File: src/rtl/alu_sched_if.sv
// One requester channel of the ALU scheduler: request {a,b,op} by valid/ready,
// response {result,err} by valid/ready.
interface alu_sched_if #(
   parameter int DW  = 4,
   parameter int OPW = 4,
   parameter int RW  = 6
);
   logic           req_valid;
   logic           req_ready;
   logic [DW-1:0]  req_a;
   logic [DW-1:0]  req_b;
   logic [OPW-1:0] req_op;
   logic           rsp_valid;
   logic           rsp_ready;
   logic [RW-1:0]  rsp_result;
   logic           rsp_err;

   modport master (
      output req_valid, req_a, req_b, req_op, rsp_ready,
      input  req_ready, rsp_valid, rsp_result, rsp_err
   );

   modport slave (
      input  req_valid, req_a, req_b, req_op, rsp_ready,
      output req_ready, rsp_valid, rsp_result, rsp_err
   );
endinterface

File: src/rtl/alu_sched.sv
// Two-requester round-robin front end for a single shared registered ALU.
// Screens illegal opcodes and divide/modulo by zero before they reach the ALU.
//
// state | meaning
// IDLE  | arbitrate and accept one request
// ISSUE | alu_v pulse with latched operands
// CAPT  | ALU result valid, sampled at end of cycle
// RESP  | response held to owner until consumed
module alu_sched #(
   parameter int DW     = 4,
   parameter int OPW    = 4,
   parameter int RW     = 6,
   parameter int MAX_OP = 9
) (
   input  logic           clk,
   input  logic           rst,
   alu_sched_if.slave     req0_if,
   alu_sched_if.slave     req1_if,
   output logic [DW-1:0]  alu_a_o,
   output logic [DW-1:0]  alu_b_o,
   output logic [OPW-1:0] alu_i_o,
   output logic           alu_v_o,
   input  logic [RW-1:0]  alu_s_i,
   output logic           busy_o
);
   localparam logic [1:0] S_IDLE  = 2'd0;
   localparam logic [1:0] S_ISSUE = 2'd1;
   localparam logic [1:0] S_CAPT  = 2'd2;
   localparam logic [1:0] S_RESP  = 2'd3;

   logic [1:0]     state_q, state_d;
   logic           last_q, last_d;
   logic           owner_q, owner_d;
   logic [DW-1:0]  a_q, a_d, b_q, b_d;
   logic [OPW-1:0] op_q, op_d;
   logic [RW-1:0]  res_q, res_d;
   logic           err_q, err_d;

   logic           is_idle, win0, win1, acc, in_err, rsp_rdy;
   logic [DW-1:0]  in_a, in_b;
   logic [OPW-1:0] in_op;

   assign is_idle = (state_q == S_IDLE);
   // On contention the requester that did not win last time gets the grant.
   assign win1    = req1_if.req_valid & (~req0_if.req_valid | ~last_q);
   assign win0    = req0_if.req_valid & ~win1;
   assign acc     = is_idle & (win0 | win1);

   assign in_a    = win1 ? req1_if.req_a  : req0_if.req_a;
   assign in_b    = win1 ? req1_if.req_b  : req0_if.req_b;
   assign in_op   = win1 ? req1_if.req_op : req0_if.req_op;
   assign in_err  = (in_op > OPW'(MAX_OP)) |
                    (((in_op == OPW'(3)) | (in_op == OPW'(4))) & (in_b == '0));
   assign rsp_rdy = owner_q ? req1_if.rsp_ready : req0_if.rsp_ready;

   always_comb begin
      state_d = state_q;
      last_d  = last_q;
      owner_d = owner_q;
      a_d     = a_q;
      b_d     = b_q;
      op_d    = op_q;
      res_d   = res_q;
      err_d   = err_q;
      case (state_q)
         S_IDLE: begin
            if (acc) begin
               owner_d = win1;
               last_d  = win1;
               a_d     = in_a;
               b_d     = in_b;
               op_d    = in_op;
               if (in_err) begin
                  res_d   = '0;
                  err_d   = 1'b1;
                  state_d = S_RESP;
               end else begin
                  err_d   = 1'b0;
                  state_d = S_ISSUE;
               end
            end
         end
         S_ISSUE: state_d = S_CAPT;
         S_CAPT: begin
            res_d   = alu_s_i;
            err_d   = 1'b0;
            state_d = S_RESP;
         end
         S_RESP: if (rsp_rdy) state_d = S_IDLE;
         default: state_d = S_IDLE;
      endcase
   end

   always_ff @(posedge clk or posedge rst) begin
      if (rst) begin
         state_q <= S_IDLE;
         last_q  <= 1'b1;
         owner_q <= 1'b0;
         a_q     <= '0;
         b_q     <= '0;
         op_q    <= '0;
         res_q   <= '0;
         err_q   <= 1'b0;
      end else begin
         state_q <= state_d;
         last_q  <= last_d;
         owner_q <= owner_d;
         a_q     <= a_d;
         b_q     <= b_d;
         op_q    <= op_d;
         res_q   <= res_d;
         err_q   <= err_d;
      end
   end

   assign busy_o  = ~is_idle;
   assign alu_v_o = (state_q == S_ISSUE);
   assign alu_a_o = busy_o ? a_q  : '0;
   assign alu_b_o = busy_o ? b_q  : '0;
   assign alu_i_o = busy_o ? op_q : '0;

   assign req0_if.req_ready  = is_idle & win0;
   assign req1_if.req_ready  = is_idle & win1;
   assign req0_if.rsp_valid  = (state_q == S_RESP) & ~owner_q;
   assign req1_if.rsp_valid  = (state_q == S_RESP) &  owner_q;
   assign req0_if.rsp_result = req0_if.rsp_valid ? res_q : '0;
   assign req1_if.rsp_result = req1_if.rsp_valid ? res_q : '0;
   assign req0_if.rsp_err    = req0_if.rsp_valid & err_q;
   assign req1_if.rsp_err    = req1_if.rsp_valid & err_q;
endmodule

File: src/flat_wrapper.sv
// flat-port wrapper written by rule: the top's interface ports become plain ports
module alu_sched_flat 
#(
   parameter int DW     = 4,
   parameter int OPW    = 4,
   parameter int RW     = 6,
   parameter int MAX_OP = 9
)
  (clk, rst, alu_a_o, alu_b_o, alu_i_o, alu_v_o, alu_s_i, busy_o, req0_if_req_valid, req0_if_req_a, req0_if_req_b, req0_if_req_op, req0_if_rsp_ready, req0_if_req_ready, req0_if_rsp_valid, req0_if_rsp_result, req0_if_rsp_err, req1_if_req_valid, req1_if_req_a, req1_if_req_b, req1_if_req_op, req1_if_rsp_ready, req1_if_req_ready, req1_if_rsp_valid, req1_if_rsp_result, req1_if_rsp_err);
  alu_sched_if #(.DW(DW), .OPW(OPW), .RW(RW)) req0_if_i ();
  alu_sched_if #(.DW(DW), .OPW(OPW), .RW(RW)) req1_if_i ();
  input  logic clk;
  input  logic rst;
  output logic [DW-1:0] alu_a_o;
  output logic [DW-1:0] alu_b_o;
  output logic [OPW-1:0] alu_i_o;
  output logic alu_v_o;
  input  logic [RW-1:0] alu_s_i;
  output logic busy_o;
  input wire logic [$bits(req0_if_i.req_valid)-1:0] req0_if_req_valid;
  input wire logic [$bits(req0_if_i.req_a)-1:0] req0_if_req_a;
  input wire logic [$bits(req0_if_i.req_b)-1:0] req0_if_req_b;
  input wire logic [$bits(req0_if_i.req_op)-1:0] req0_if_req_op;
  input wire logic [$bits(req0_if_i.rsp_ready)-1:0] req0_if_rsp_ready;
  output wire logic [$bits(req0_if_i.req_ready)-1:0] req0_if_req_ready;
  output wire logic [$bits(req0_if_i.rsp_valid)-1:0] req0_if_rsp_valid;
  output wire logic [$bits(req0_if_i.rsp_result)-1:0] req0_if_rsp_result;
  output wire logic [$bits(req0_if_i.rsp_err)-1:0] req0_if_rsp_err;
  input wire logic [$bits(req1_if_i.req_valid)-1:0] req1_if_req_valid;
  input wire logic [$bits(req1_if_i.req_a)-1:0] req1_if_req_a;
  input wire logic [$bits(req1_if_i.req_b)-1:0] req1_if_req_b;
  input wire logic [$bits(req1_if_i.req_op)-1:0] req1_if_req_op;
  input wire logic [$bits(req1_if_i.rsp_ready)-1:0] req1_if_rsp_ready;
  output wire logic [$bits(req1_if_i.req_ready)-1:0] req1_if_req_ready;
  output wire logic [$bits(req1_if_i.rsp_valid)-1:0] req1_if_rsp_valid;
  output wire logic [$bits(req1_if_i.rsp_result)-1:0] req1_if_rsp_result;
  output wire logic [$bits(req1_if_i.rsp_err)-1:0] req1_if_rsp_err;
  assign req0_if_i.req_valid = req0_if_req_valid;
  assign req0_if_i.req_a = req0_if_req_a;
  assign req0_if_i.req_b = req0_if_req_b;
  assign req0_if_i.req_op = req0_if_req_op;
  assign req0_if_i.rsp_ready = req0_if_rsp_ready;
  assign req0_if_req_ready = req0_if_i.req_ready;
  assign req0_if_rsp_valid = req0_if_i.rsp_valid;
  assign req0_if_rsp_result = req0_if_i.rsp_result;
  assign req0_if_rsp_err = req0_if_i.rsp_err;
  assign req1_if_i.req_valid = req1_if_req_valid;
  assign req1_if_i.req_a = req1_if_req_a;
  assign req1_if_i.req_b = req1_if_req_b;
  assign req1_if_i.req_op = req1_if_req_op;
  assign req1_if_i.rsp_ready = req1_if_rsp_ready;
  assign req1_if_req_ready = req1_if_i.req_ready;
  assign req1_if_rsp_valid = req1_if_i.rsp_valid;
  assign req1_if_rsp_result = req1_if_i.rsp_result;
  assign req1_if_rsp_err = req1_if_i.rsp_err;
  alu_sched #(.DW(DW), .OPW(OPW), .RW(RW), .MAX_OP(MAX_OP)) u_core (.clk(clk), .rst(rst), .req0_if(req0_if_i), .req1_if(req1_if_i), .alu_a_o(alu_a_o), .alu_b_o(alu_b_o), .alu_i_o(alu_i_o), .alu_v_o(alu_v_o), .alu_s_i(alu_s_i), .busy_o(busy_o));
endmodule
File: config.mk
export PLATFORM = sky130hd
export DESIGN_NAME = alu_sched_flat
export DESIGN_NICKNAME = d
export VERILOG_FILES = /design/src/rtl/alu_sched_if.sv /design/src/rtl/alu_sched.sv /design/src/flat_wrapper.sv
export SDC_FILE = /design/constraint.sdc
export NUM_CORES = 1
export LEC_CHECK = 0
export BUFFER_PORTS_ARGS = -buffer_cell sky130_fd_sc_hd__buf_4
export CAP_MARGIN = 20
export CORE_MARGIN = 3
export CORE_UTILIZATION = 41
export DETAILED_ROUTE_END_ITERATION = 6
export PLACE_DENSITY_LB_ADDON = 0.1
export SETUP_SLACK_MARGIN = 0.5
export SYNTH_ARGS = -nofsm -noshare
export SYNTH_HDL_FRONTEND = slang
export SYNTH_SLANG_ARGS = --single-unit
File: constraint.sdc
create_clock -name clk -period 1.5 [get_ports clk]
set_input_delay 0.075 -clock clk [delete_from_list [all_inputs] [get_ports clk]]
set_output_delay 0.075 -clock clk [all_outputs]
set_load 0.02 [all_outputs]
Word level (Yosys, flattened, before mapping)
Index checks and enable logic that the tools add are counted.
{"block": "word_totals", "ff_bits": 23, "latch_bits": 0, "mem_bits_rw": 0, "mem_bits_ro": 0, "inputBits": 36, "output_inout_bits": 32, "wordCells": 62, "mem_count": 0}
{"block": "classes", "addsub": 0, "mul": 0, "n_div": 0, "magnitude_cmp": 1, "eq_ne": 8, "shift": 0, "muxes": 19, "n_bitwise": 19, "n_reduce_logical": 7}
{"cell": "4-bit 2-to-1 mux", "n": 6}
{"cell": "6-bit 2-to-1 mux", "n": 4}
{"cell": "6-bit case mux with 2 select lines", "n": 1}
{"cell": "1-bit AND", "n": 10}
{"cell": "2-bit case mux with 4 select lines", "n": 1}
{"cell": "2-bit 2-to-1 mux", "n": 3}
{"cell": "2-bit AND reduction", "n": 3}
{"cell": "1-bit inverter", "n": 5}
{"cell": "2-bit == test, second input constant", "n": 2}
{"cell": "4-bit by 2-bit == test with 1-bit output, second input constant", "n": 1}
{"cell": "4-bit by 3-bit == test with 1-bit output, second input constant", "n": 1}
{"cell": "4-bit greater-than comparator, second input constant", "n": 1}
{"cell": "4-bit logical NOT", "n": 1}
{"cell": "2-bit != test, second input constant", "n": 2}
{"cell": "1-bit bitwise OR", "n": 4}
{"cell": "1-bit 2-to-1 mux", "n": 3}
{"cell": "3-bit AND reduction", "n": 1}
{"cell": "2-bit by 1-bit == test with 1-bit output, second input constant", "n": 1}
{"cell": "2-bit logical NOT", "n": 1}
{"cell": "2-bit by 1-bit != test with 1-bit output, second input constant", "n": 1}
{"cell": "1-bit case mux with 2 select lines", "n": 1}
{"cell": "2-bit nonzero test", "n": 1}

Depth between registers and ports, before layout
Gate-level depths: netlist of the first run.
{"block": "depth", "ltp_word": 11, "mapped_depth": 7, "depth_no_buf": 6}

Worst setup path after synthesis of the first run
Ideal clock, no wire load.
{"block": "synth_path", "kind": "register -> register", "startpoint": "reg u_core.state_q[0]", "endpoint": "reg u_core.res_q[0]", "setup_time_ns": 0.122, "arrival_ns": 1.650, "required_time_ns": 1.378, "setup_slack_ns": -0.272, "stages_incl_launch_ff": 7, "n_path_buf": 1, "synth_period_minus_slack_ns": 1.772, "cell_sequence": "dfrtp_1 inv_1 ha_1 clkbuf_1 inv_1 a211o_1 a32o_1"}
{"block": "synth_via", "elab_chain_len": 4, "word_cells_on_any_way": 8, "classes_between": "eq/ne: 3; mux: 1; bitwise: 1; reduce/logical: 3"}
{"item": "start, declared", "line": "alu_sched.sv:31", "rtl": "logic [1:0] state_q, state_d;"}
{"item": "start signal, assigned", "line": "alu_sched.sv:105", "rtl": "state_q <= state_d;"}
{"item": "2-bit logical NOT", "line": "alu_sched.sv:43, alu_sched.sv:65"}
{"item": "1-bit AND", "line": "alu_sched.sv:47", "rtl": "assign acc = is_idle & (win0 | win1);"}
{"item": "2-bit != test (no source line)"}
{"item": "3-bit AND reduction (no source line)"}
{"item": "end signal, assigned", "line": "alu_sched.sv:111", "rtl": "res_q <= res_d;"}
{"item": "end, declared", "line": "alu_sched.sv:36", "rtl": "logic [RW-1:0] res_q, res_d;"}
Parallel ways exist; a longest one is shown, timed or not.
A chain may end at the register's enable or synchronous reset.

Worst setup path after layout of the first run
{"block": "layout_path", "startpoint": "reg u_core.state_q[1]", "endpoint": "out req0_if_rsp_err"}
{"block": "layout_via", "elab_chain_len": 3}
{"item": "2-bit == test", "line": "alu_sched.sv:124", "rtl": "assign req0_if.rsp_valid = (state_q == S_RESP) & ~owner_q;"}
{"item": "1-bit AND", "line": "alu_sched.sv:124"}
{"item": "1-bit AND", "line": "alu_sched.sv:128", "rtl": "assign req0_if.rsp_err = req0_if.rsp_valid & err_q;"}
{"item": "end, declared", "line": "flat_wrapper.sv:28", "rtl": "output wire logic [$bits(req0_if_i.rsp_err)-1:0] req0_if_rsp_err;"}
No other way between the ends.

==> results.cfg, run 1 <==
[status]
status = finished with violations
violations = negative setup slack

[critical_path]
cp_cell_sequence = buf_6 -> ha_4 -> nor2b_4 -> and2_4 -> buf_6
crit-reg2reg-launch = u_core.state_q[1]$_DFFE_PP0P_
r2r_slack_ns = -0.11
startpoint = u_core.state_q[1]$_DFFE_PP0P_
crit_top_cell = buf_6
slowest_delay_ns = 0.41
crit_buf_inv = 2
rr_endpoint = u_core.res_q[4]$_DFFE_PP0P_
r2r_cells = 6
start_kind = register
cp.required_ns = 1.42
path_delay_family = simple AND/OR/NAND/NOR gates
end_kind = output pin
crit_type = register to output pin
worst_ep_arrival_time_ns = 1.54
crit_fanout = 8
cp_slowest_cell = dfrtp_1

[power_and_ir_drop]
power_density_nw_per_um2 = 1840
leakagePower_nw = 1.23
peakVddDrop_uv = 1190
power_switching_w = 0.00193
sequentialPowerShare_pct = 24.3
p_int_w = 0.00264
power_frac_comb_pct = 69.2
swShare_pct = 42.2
pwr-share-clk_pct = 6.5

[yosys]
ys_types = 31
syn_area_um2 = 1380
synthFlopType = dfrtp_1
synth-edff-count = 0
ys_ff_latch = 23
avgSynthCellArea_um2 = 9.55
postSynth.asyncResetShare_pct = 100
postSynthCellCount = 144
synth_warnings = 0
syn_nets = 184
ys_seq_area_share_pct = 41.9

[detailed_routing]
wl_per_cell_um = 16.0
drt_iter0_drc = 45
totalWireLength_um = 4490
route.antenna.remaining_nets = 0
drtPass1Iterations = 4
vias = 1455
viasPerCell = 5.18
drc = 0

[timing]
final_min_period_over_clock_period_pct = 107
rsz0062_at_grt = true
finalCriticalPeriod_ns = 1.61
tightest_slew_ns = 0.497
finalHoldViolations = 0
finalSetupViolCount = 29
max_freq_mhz = 621
skew_ns = 0.00497
setup_ws_ns = -0.111
slew_headroom_pct = 66.9
finalMaxSlewViolations = 0
worst_hold_slack_ns = 0.0138

[clock_tree]
clkLatencyLatePin_ns = 0.31
cts_buffer_depth = 2
cts_sinks = 23
htreeDepth = 1
cts_buffers = 3
cts.clk_slew.worst_paths_ns = 0.13
cts_tree = built
cts_root_buf = clkbuf_4

[final_layout]
mostFrequentLayoutCell = buf_4
final_cell_mix = buf_4, buf_6, dfrtp_1
area_growth_pct = 81.1
postLayoutCoreUtil_pct = 79.6
diodes = 0
instances_no_fill = 281
drive_above_1_share_pct = 55.3
fin_nets = 278

[min_path]
hold_class = input port to register
hold_path_end = u_core.res_q[5]$_DFFE_PP0P_
hold_start = alu_s_i[5]
worstHoldPathCells = 2

[global_route]
grt_max_degree = 29
grt_util_all_layers_pct = 22.1
grt-ovfl-total = 0
grt_pass1_wl_um = 7110
grt_pass1_vias = 1564
antenna_found_initial = 0

[place]
io_buffers = 67
placed_cells = 264
place_hpwl_um = 3130
gp_congestion = 0.813

[floorplan]
initial_utilization_pct = 44.0
core_um2 = 3130
ioPinCount = 68
row_count = 20
die_x_um = 63.9
dieArea_um2 = 4080
dieHeight_um = 63.9

[run]
cap_viol_max_count = 0
==> kinds of logic after synthesis <==
logic type | synth area share, %
AOI/OAI and AO/OA | 17.7
adders and majority gates | 3.64
muxes | 10.9
and+or+nand+nor | 21.6
buffers and inverters | 4.18
DFF | 41.9
==> registers in the layout (all words and copies together) (netlist names) <==
register	cells
u_core.op_q	4
u_core.owner_q	1
u_core.last_q	1
u_core.err_q	1
u_core.b_q	4
u_core.res_q	6
u_core.state_q	2
u_core.a_q	4
==> power groups by stage <==
stage,registers (W),clock network [W],logic [W]
floorplan,0.00107,0,0.00166
global placement,0.00109,0,0.00249
detailed placement,0.00110,0,0.00258
CTS,0.00110,0.000310,0.00297
global route,0.00115,0.000339,0.00339
finish,0.00111,0.000298,0.00316
==> worst register-to-register path: stages (launching register included) <==
cell and delay [ns]:
dfrtp_1 0.41, inv_2 0.07, ha_4 0.19, o21ai_4 0.12
nor2_4 0.09, a211o_4 0.37, a32o_1 0.27
==> per-stage QoR <==
stage	TNS [ns]	power (W)	cell area, um2	setup slack (ns)
final	-2.08	0.00457	2490	-0.111
after global routing	-4.44	0.00488	2490	-0.182
after CTS	-1.81	0.00438	2330	-0.0798
after detailed placement	-0.603	0.00369	2080	-0.107
after global placement	-0.272	0.00358	2080	-0.0479
after floorplan	-0.345	0.00273	1480	-0.0543
==> synthesized netlist by cell type (2+ instances only) <==
master / number / area [um2]
o21ai_0: 10 / 50.1
nor4_1: 2 / 12.5
inv_1: 4 / 15.0
dfrtp_1: 22 / 551
a32o_1: 6 / 60.1
clkbuf_1: 6 / 22.5
a21oi_1: 5 / 25.0
and3_1: 7 / 43.8
nor2b_1: 14 / 87.6
mux2i_1: 15 / 150
ha_1: 4 / 50.1
o21ai_1: 3 / 15.0
and2_1: 9 / 56.3
nor2_1: 8 / 30.0
nand2_1: 13 / 48.8
==> repair_timing <==
item	in CTS	in global routing
buffers inserted	4	2
endpoints found under the hold margin	13	3
endpoints found under the setup margin	55	55
hold buffers	3	3
gates resized for setup	40	28
pin swaps	4	11
cloned	0	1
==> layer usage <==
| metal | track usage [%] | routed length [um] | up-vias |
|---|---|---|---|
| met1 | 24.8 | 1810 | 708 |
| li1 | - | - | 695 |
| met4 | 6.20 | 74 | 0 |
| met2 | 42.1 | 2380 | 42 |
| met3 | 3.69 | 226 | 10 |
| met5 | 0 | 0 | - |
==> worst max path at each step <==
stage | to | slack, ns | cells past startpoint
after floorplan | u_core.res_q[4]$_DFFE_PP0P_ | -0.05 | 6
after global placement | u_core.res_q[2]$_DFFE_PP0P_ | -0.05 | 5
after detailed placement | u_core.res_q[1]$_DFFE_PP0P_ | -0.11 | 5
after CTS | req0_if_req_ready | -0.08 | 6
after global routing | req0_if_rsp_result[1] | -0.18 | 5
final | req0_if_rsp_err | -0.11 | 5
==> final cells by class <==
class,instances,area (um2)
Clock buffer,4,26.3
Fill cell,209,638
Inverter,4,20.0
Multi-Input combinational cell,108,917
Sequential cell,23,577
Tap cell,44,55.1
Timing Repair Buffer,98,895
Power figures use the tool's default switching activity.
==> inputs of run 2 (changes only) <==
--- a/config.mk
+++ b/config.mk
@@ -12,4 +12,5 @@
 export DETAILED_ROUTE_END_ITERATION = 6
 export PLACE_DENSITY_LB_ADDON = 0.1
+export RECOVER_POWER = 50
 export SETUP_SLACK_MARGIN = 0.5
 export SYNTH_ARGS = -nofsm -noshare
==> constraint.sdc (replaced) <==
create_clock -name clk -period 1.5 [get_ports clk]
set_input_delay 0.075 -clock clk [delete_from_list [all_inputs] [get_ports clk]]
set_output_delay 0.075 -clock clk [all_outputs]
set_load 0.05 [all_outputs]
==> run 2 against run 1 <==
The flow still finishes with violations (negative setup slack); worst hold slack worse by 0.0034 ns; highest routed layer unchanged; final area is 9.5% higher; sequential share of layout area is 2.0 points lower; count of clock-buffer cells in the layout is 1 lower; clock skew is 0.0063 ns higher; final cell count is 2.5% higher; critical path type unchanged; sequential cell count stayed put; worst setup slack worse by 0.078 ns; total power is 33% higher.
==> results.cfg, run 2 (synthesized netlist as in run 1, its figures left out) <==
[detailed_routing]
vias = 1541
route.antenna.remaining_nets = 0
wl_per_cell_um = 17.5
drc = 0
totalWireLength_um = 5040
drtPass1Iterations = 4
drt_iter0_drc = 97
viasPerCell = 5.35

[status]
violations = negative setup slack
status = finished with violations

[power_and_ir_drop]
leakagePower_nw = 1.33
power_density_nw_per_um2 = 2230
power_frac_comb_pct = 76.6
swShare_pct = 47.6
pwr-share-clk_pct = 4.9
sequentialPowerShare_pct = 18.6
power_switching_w = 0.00289
peakVddDrop_uv = 1320
p_int_w = 0.00319

[floorplan]
initial_utilization_pct = 44.0
ioPinCount = 68
row_count = 20
core_um2 = 3130
die_x_um = 63.9
dieArea_um2 = 4080
dieHeight_um = 63.9

[global_route]
grt_pass1_vias = 1585
grt_pass1_wl_um = 7660
grt_max_degree = 24
grt-ovfl-total = 0
antenna_found_initial = 0
grt_util_all_layers_pct = 24.2

[clock_tree]
cts_tree = built
cts_sinks = 23
cts.clk_slew.worst_paths_ns = 0.13
htreeDepth = 1
cts_root_buf = clkbuf_4
cts_buffer_depth = 2
cts_buffers = 3
clkLatencyLatePin_ns = 0.33

[critical_path]
worst_ep_arrival_time_ns = 1.61
r2r_slack_ns = -0.18
r2r_cells = 7
start_kind = register
rr_endpoint = u_core.res_q[5]$_DFFE_PP0P_
crit_type = register to output pin
crit-reg2reg-launch = u_core.state_q[0]$_DFFE_PP0P_
cp.required_ns = 1.42
end_kind = output pin
crit_fanout = 4

[place]
gp_congestion = 0.793
place_ws_ns = -0.148
place_hpwl_um = 3010
io_buffers = 67

[final_layout]
drive_above_1_share_pct = 64.8
diodes = 0
postLayoutCoreUtil_pct = 87.2
final_cell_mix = buf_4, buf_6, dfrtp_1
fin_nets = 285
top_register = u_core.res_q
area_growth_pct = 98.4
largest_register_ffs = 6
mostFrequentLayoutCell = buf_4

[timing]
max_freq_mhz = 592
setup_ws_ns = -0.189
skew_ns = 0.0113
finalMaxSlewViolations = 0
finalHoldViolations = 0
finalSetupViolCount = 47
tightest_slew_ns = 0.615
final_min_period_over_clock_period_pct = 113
rsz0062_at_grt = true
slew_headroom_pct = 59.0
finalCriticalPeriod_ns = 1.69

[min_path]
hold_start = alu_s_i[3]
hold_class = input port to register
worstHoldPathCells = 2
hold_path_end = u_core.res_q[3]$_DFFE_PP0P_

[run]
cap_viol_max_count = 0
## run 2: cell types whose count changed in the layout (fill, tap and decap cells not counted), sizes merged
cell / delta
dlygate4sd3: -4
buf: +10
clkinv: +1
## run 2: how the worst max path moves through the flow
| stage | from | endpoint | slack [ns] | cells past startpoint |
|---|---|---|---|---|
| 4_1_cts | u_core.state_q[0]$_DFFE_PP0P_ | req1_if_req_ready | -0.12 | 7 |
| 2_1_floorplan | u_core.state_q[1]$_DFFE_PP0P_ | u_core.res_q[4]$_DFFE_PP0P_ | -0.08 | 6 |
| 3_5_place_dp | u_core.state_q[1]$_DFFE_PP0P_ | u_core.res_q[5]$_DFFE_PP0P_ | -0.15 | 7 |
| 6_report | u_core.state_q[1]$_DFFE_PP0P_ | req0_if_req_ready | -0.19 | 7 |
| 5_1_grt | u_core.state_q[0]$_DFFE_PP0P_ | req0_if_rsp_result[5] | -0.26 | 5 |
| 3_3_place_gp | u_core.state_q[1]$_DFFE_PP0P_ | u_core.res_q[5]$_DFFE_PP0P_ | -0.07 | 7 |
## run 2: repair_timing
item | 4_1_cts | 5_1_grt
pin swaps | 10 | 7
setup endpoints to repair | 55 | 55
setup buffers | 13 | 3
gates resized for setup | 85 | 20
hold buffers | 2 | 0
cloned | 1 | 0
endpoints found under the hold margin | 23 | 0
## run 2: cell type report
class	count	area, um2
Sequential cell	23	577
Tap cell	44	55.1
Inverter	4	22.5
Clock inverter	1	5.00
Clock buffer	3	22.5
Timing Repair Buffer	105	1050
Multi-Input combinational cell	108	998
Fill cell	146	400
## run 2: metrics by stage
stage | TNS, ns | instance area [um2] | cells | power [W] | hold WS, ns
2_1_floorplan | -0.734 | 1540 | 144 | 0.00361 | 0.0762
4_1_cts | -2.93 | 2630 | 285 | 0.00577 | 0.0162
6_report | -4.84 | 2730 | 288 | 0.00608 | 0.0103
5_1_grt | -7.72 | 2730 | 288 | 0.00638 | -0.00337
3_3_place_gp | -0.446 | 2150 | 265 | 0.00448 | 0.134
3_5_place_dp | -0.858 | 2150 | 265 | 0.00458 | 0.147
## run 2: power groups by stage
stage	Combinational [W]	Clock (W)	Sequential, W
finish	0.00466	0.000296	0.00113
global route	0.00488	0.000338	0.00116
CTS	0.00436	0.000302	0.00110
detailed placement	0.00347	0	0.00111
global placement	0.00339	0	0.00110
floorplan	0.00253	0	0.00108
## run 2: critical path, cell delays in order, from the launching register on
cell	delay (ns)
dfrtp_1	0.42
inv_2	0.09
ha_4	0.18
o21ai_4	0.08
buf_4	0.15
buf_6	0.11
nor2_4	0.09
buf_6	0.16
## run 2: per-layer routing
metal  GRT usage (%)  up-vias  routed length [um]  part of all wire [%]
met3            4.92       15                 408                   8.1
met4            9.43        0                 183                   3.6
met1            26.8      746                1820                    36
li1                -      710                   -                     -
met5               0        -                   0                     0
met2            44.5       70                2630                    52
==> inputs of run 3 (changes only) <==
- PLACE_DENSITY: unset -> 0.85
- PLACE_DENSITY_LB_ADDON: 0.1 -> unset
- SKIP_CTS_REPAIR_TIMING: unset -> 1
==> run 3 against run 2 <==
The flow still finishes with violations (negative setup slack); sequential cell count is the same; worst setup slack lost 0.010 ns; worst hold slack gained 0.0024 ns; first-iteration DRC count shrank 23%; critical endpoint is now u_core.res_q[2]$_DFFE_PP0P_.
==> results.cfg, run 3 (synthesized netlist as in run 1, its figures left out) <==
[floorplan]
dieArea_um2 = 4080
initial_utilization_pct = 44.0
dieHeight_um = 63.9
ioPinCount = 68
core_um2 = 3130
die_x_um = 63.9
row_count = 20

[place]
placed_cells = 264
io_buffers = 67
postPlaceCellArea_um2 = 2150
place_hpwl_um = 3000
gp_congestion = 0.801

[clock_tree]
cts_sinks = 23
cts_buffer_depth = 2
clkLatencyLatePin_ns = 0.33
cts_tree = built
cts.clk_slew.worst_paths_ns = 0.13
cts_root_buf = clkbuf_4
htreeDepth = 1
cts_buffers = 3

[timing]
tightest_slew_ns = 0.588
skew_ns = 0.00961
finalMaxSlewViolations = 0
rsz0062_at_grt = true
finalHoldViolations = 0
finalCriticalPeriod_ns = 1.70
slew_headroom_pct = 60.8
setup_ws_ns = -0.199
final_min_period_over_clock_period_pct = 113
finalSetupViolCount = 39
setup-tns-final_ns = -5.48
max_freq_mhz = 588

[final_layout]
drive_above_1_share_pct = 63.0
design_area_um2 = 2640
final_cell_mix = buf_4, buf_6, dfrtp_1
area_growth_pct = 91.6
instances_no_fill = 282
fin_nets = 279
top_register = u_core.res_q
mostFrequentLayoutCell = buf_4
diodes = 0
largest_register_ffs = 6

[run]
cap_viol_max_count = 0

[global_route]
grt_max_degree = 24
grt-ovfl-total = 0
grt_pass1_wl_um = 6120
grt_pass1_vias = 1394
antenna_found_initial = 0
grt_util_all_layers_pct = 18.4

[status]
status = finished with violations
violations = negative setup slack

[detailed_routing]
totalWireLength_um = 5000
viasPerCell = 5.38
wl_per_cell_um = 17.7
drtPass1Iterations = 4
vias = 1516
drt_iter0_drc = 75
route.antenna.remaining_nets = 0
drc = 0

[critical_path]
crit_type = register to register
crit_fanout = 6
start_kind = register
cp.required_ns = 1.72
end_kind = register
worst_ep_arrival_time_ns = 1.92

[power_and_ir_drop]
power_density_nw_per_um2 = 2270
peakVddDrop_uv = 1540
leakagePower_nw = 1.29
finalPower_w = 0.00597

[min_path]
hold_class = input port to register
run 3: cell count changes in the layout (fill, tap and decap cells not counted), moves of 2 or more:
cell,change
ha_4,-2
buf_4,+2
buf_8,-2
buf_6,-6
clkbuf_16,+2
run 3: cell type report:
type	count	area [um2]
flip-flops and latches	23	577
clock buffers	4	26.3
inverters	4	22.5
multi-input cells	108	987
repair buffers	99	967
fillers	155	493
well taps	44	55.1
run 3: per-layer routing:
metal	share of wire [%]	wire, um	vias to the layer above	global-route usage, %
met5	0	0	-	0
met1	38	1920	736	20.2
li1	-	-	692	-
met2	53	2640	76	34.7
met3	6.4	320	12	4.22
met4	2.5	125	0	5.39
run 3: power by group:
part	internal, W	switching [W]
Combinational	0.00203	0.00249
Sequential	0.000935	0.000213
Clock	0.000104	0.000196
Total	0.00307	0.00290
run 3: path summary, 6_finish.rpt:
| check | startpoint | end | slack [ns] | depth (start not counted) |
|---|---|---|---|---|
| worst max-delay path | u_core.last_q$_DFFE_PP1P_ | u_core.res_q[2]$_DFFE_PP0P_ | -0.20 | 6 |
| max in group asynchronous | rst | u_core.b_q[3]$_DFFE_PP0P_ | 0.67 | 4 |
| worst min-delay path | alu_s_i[4] | u_core.res_q[4]$_DFFE_PP0P_ | 0.01 | 2 |
| min in group asynchronous | rst | u_core.res_q[0]$_DFFE_PP0P_ | 0.44 | 4 |
| worst min register to register | u_core.a_q[0]$_DFFE_PP0P_ | u_core.a_q[0]$_DFFE_PP0P_ | 0.51 | 2 |
| worst max register to register | u_core.last_q$_DFFE_PP1P_ | u_core.res_q[2]$_DFFE_PP0P_ | -0.20 | 6 |
run 3: per-stage QoR:
| stage | utilization, % | setup WS (ns) | hold slack [ns] |
|---|---|---|---|
| floorplan | - | -0.0782 | 0.0762 |
| global placement | 68.6 | -0.0378 | 0.130 |
| detailed placement | 68.6 | -0.120 | 0.140 |
| CTS | 69.5 | -0.245 | -0.210 |
| global route | 84.2 | -0.256 | -0.00889 |
| finish | 84.2 | -0.199 | 0.0128 |
run 3: worst max-delay path, cell delays in order, from the launching register on:
cell and delay, ns:
dfstp_2 0.58, a21bo_4 0.19, o221ai_4 0.14, nor3_4 0.23
a211oi_2 0.06, buf_4 0.17, a32o_1 0.22
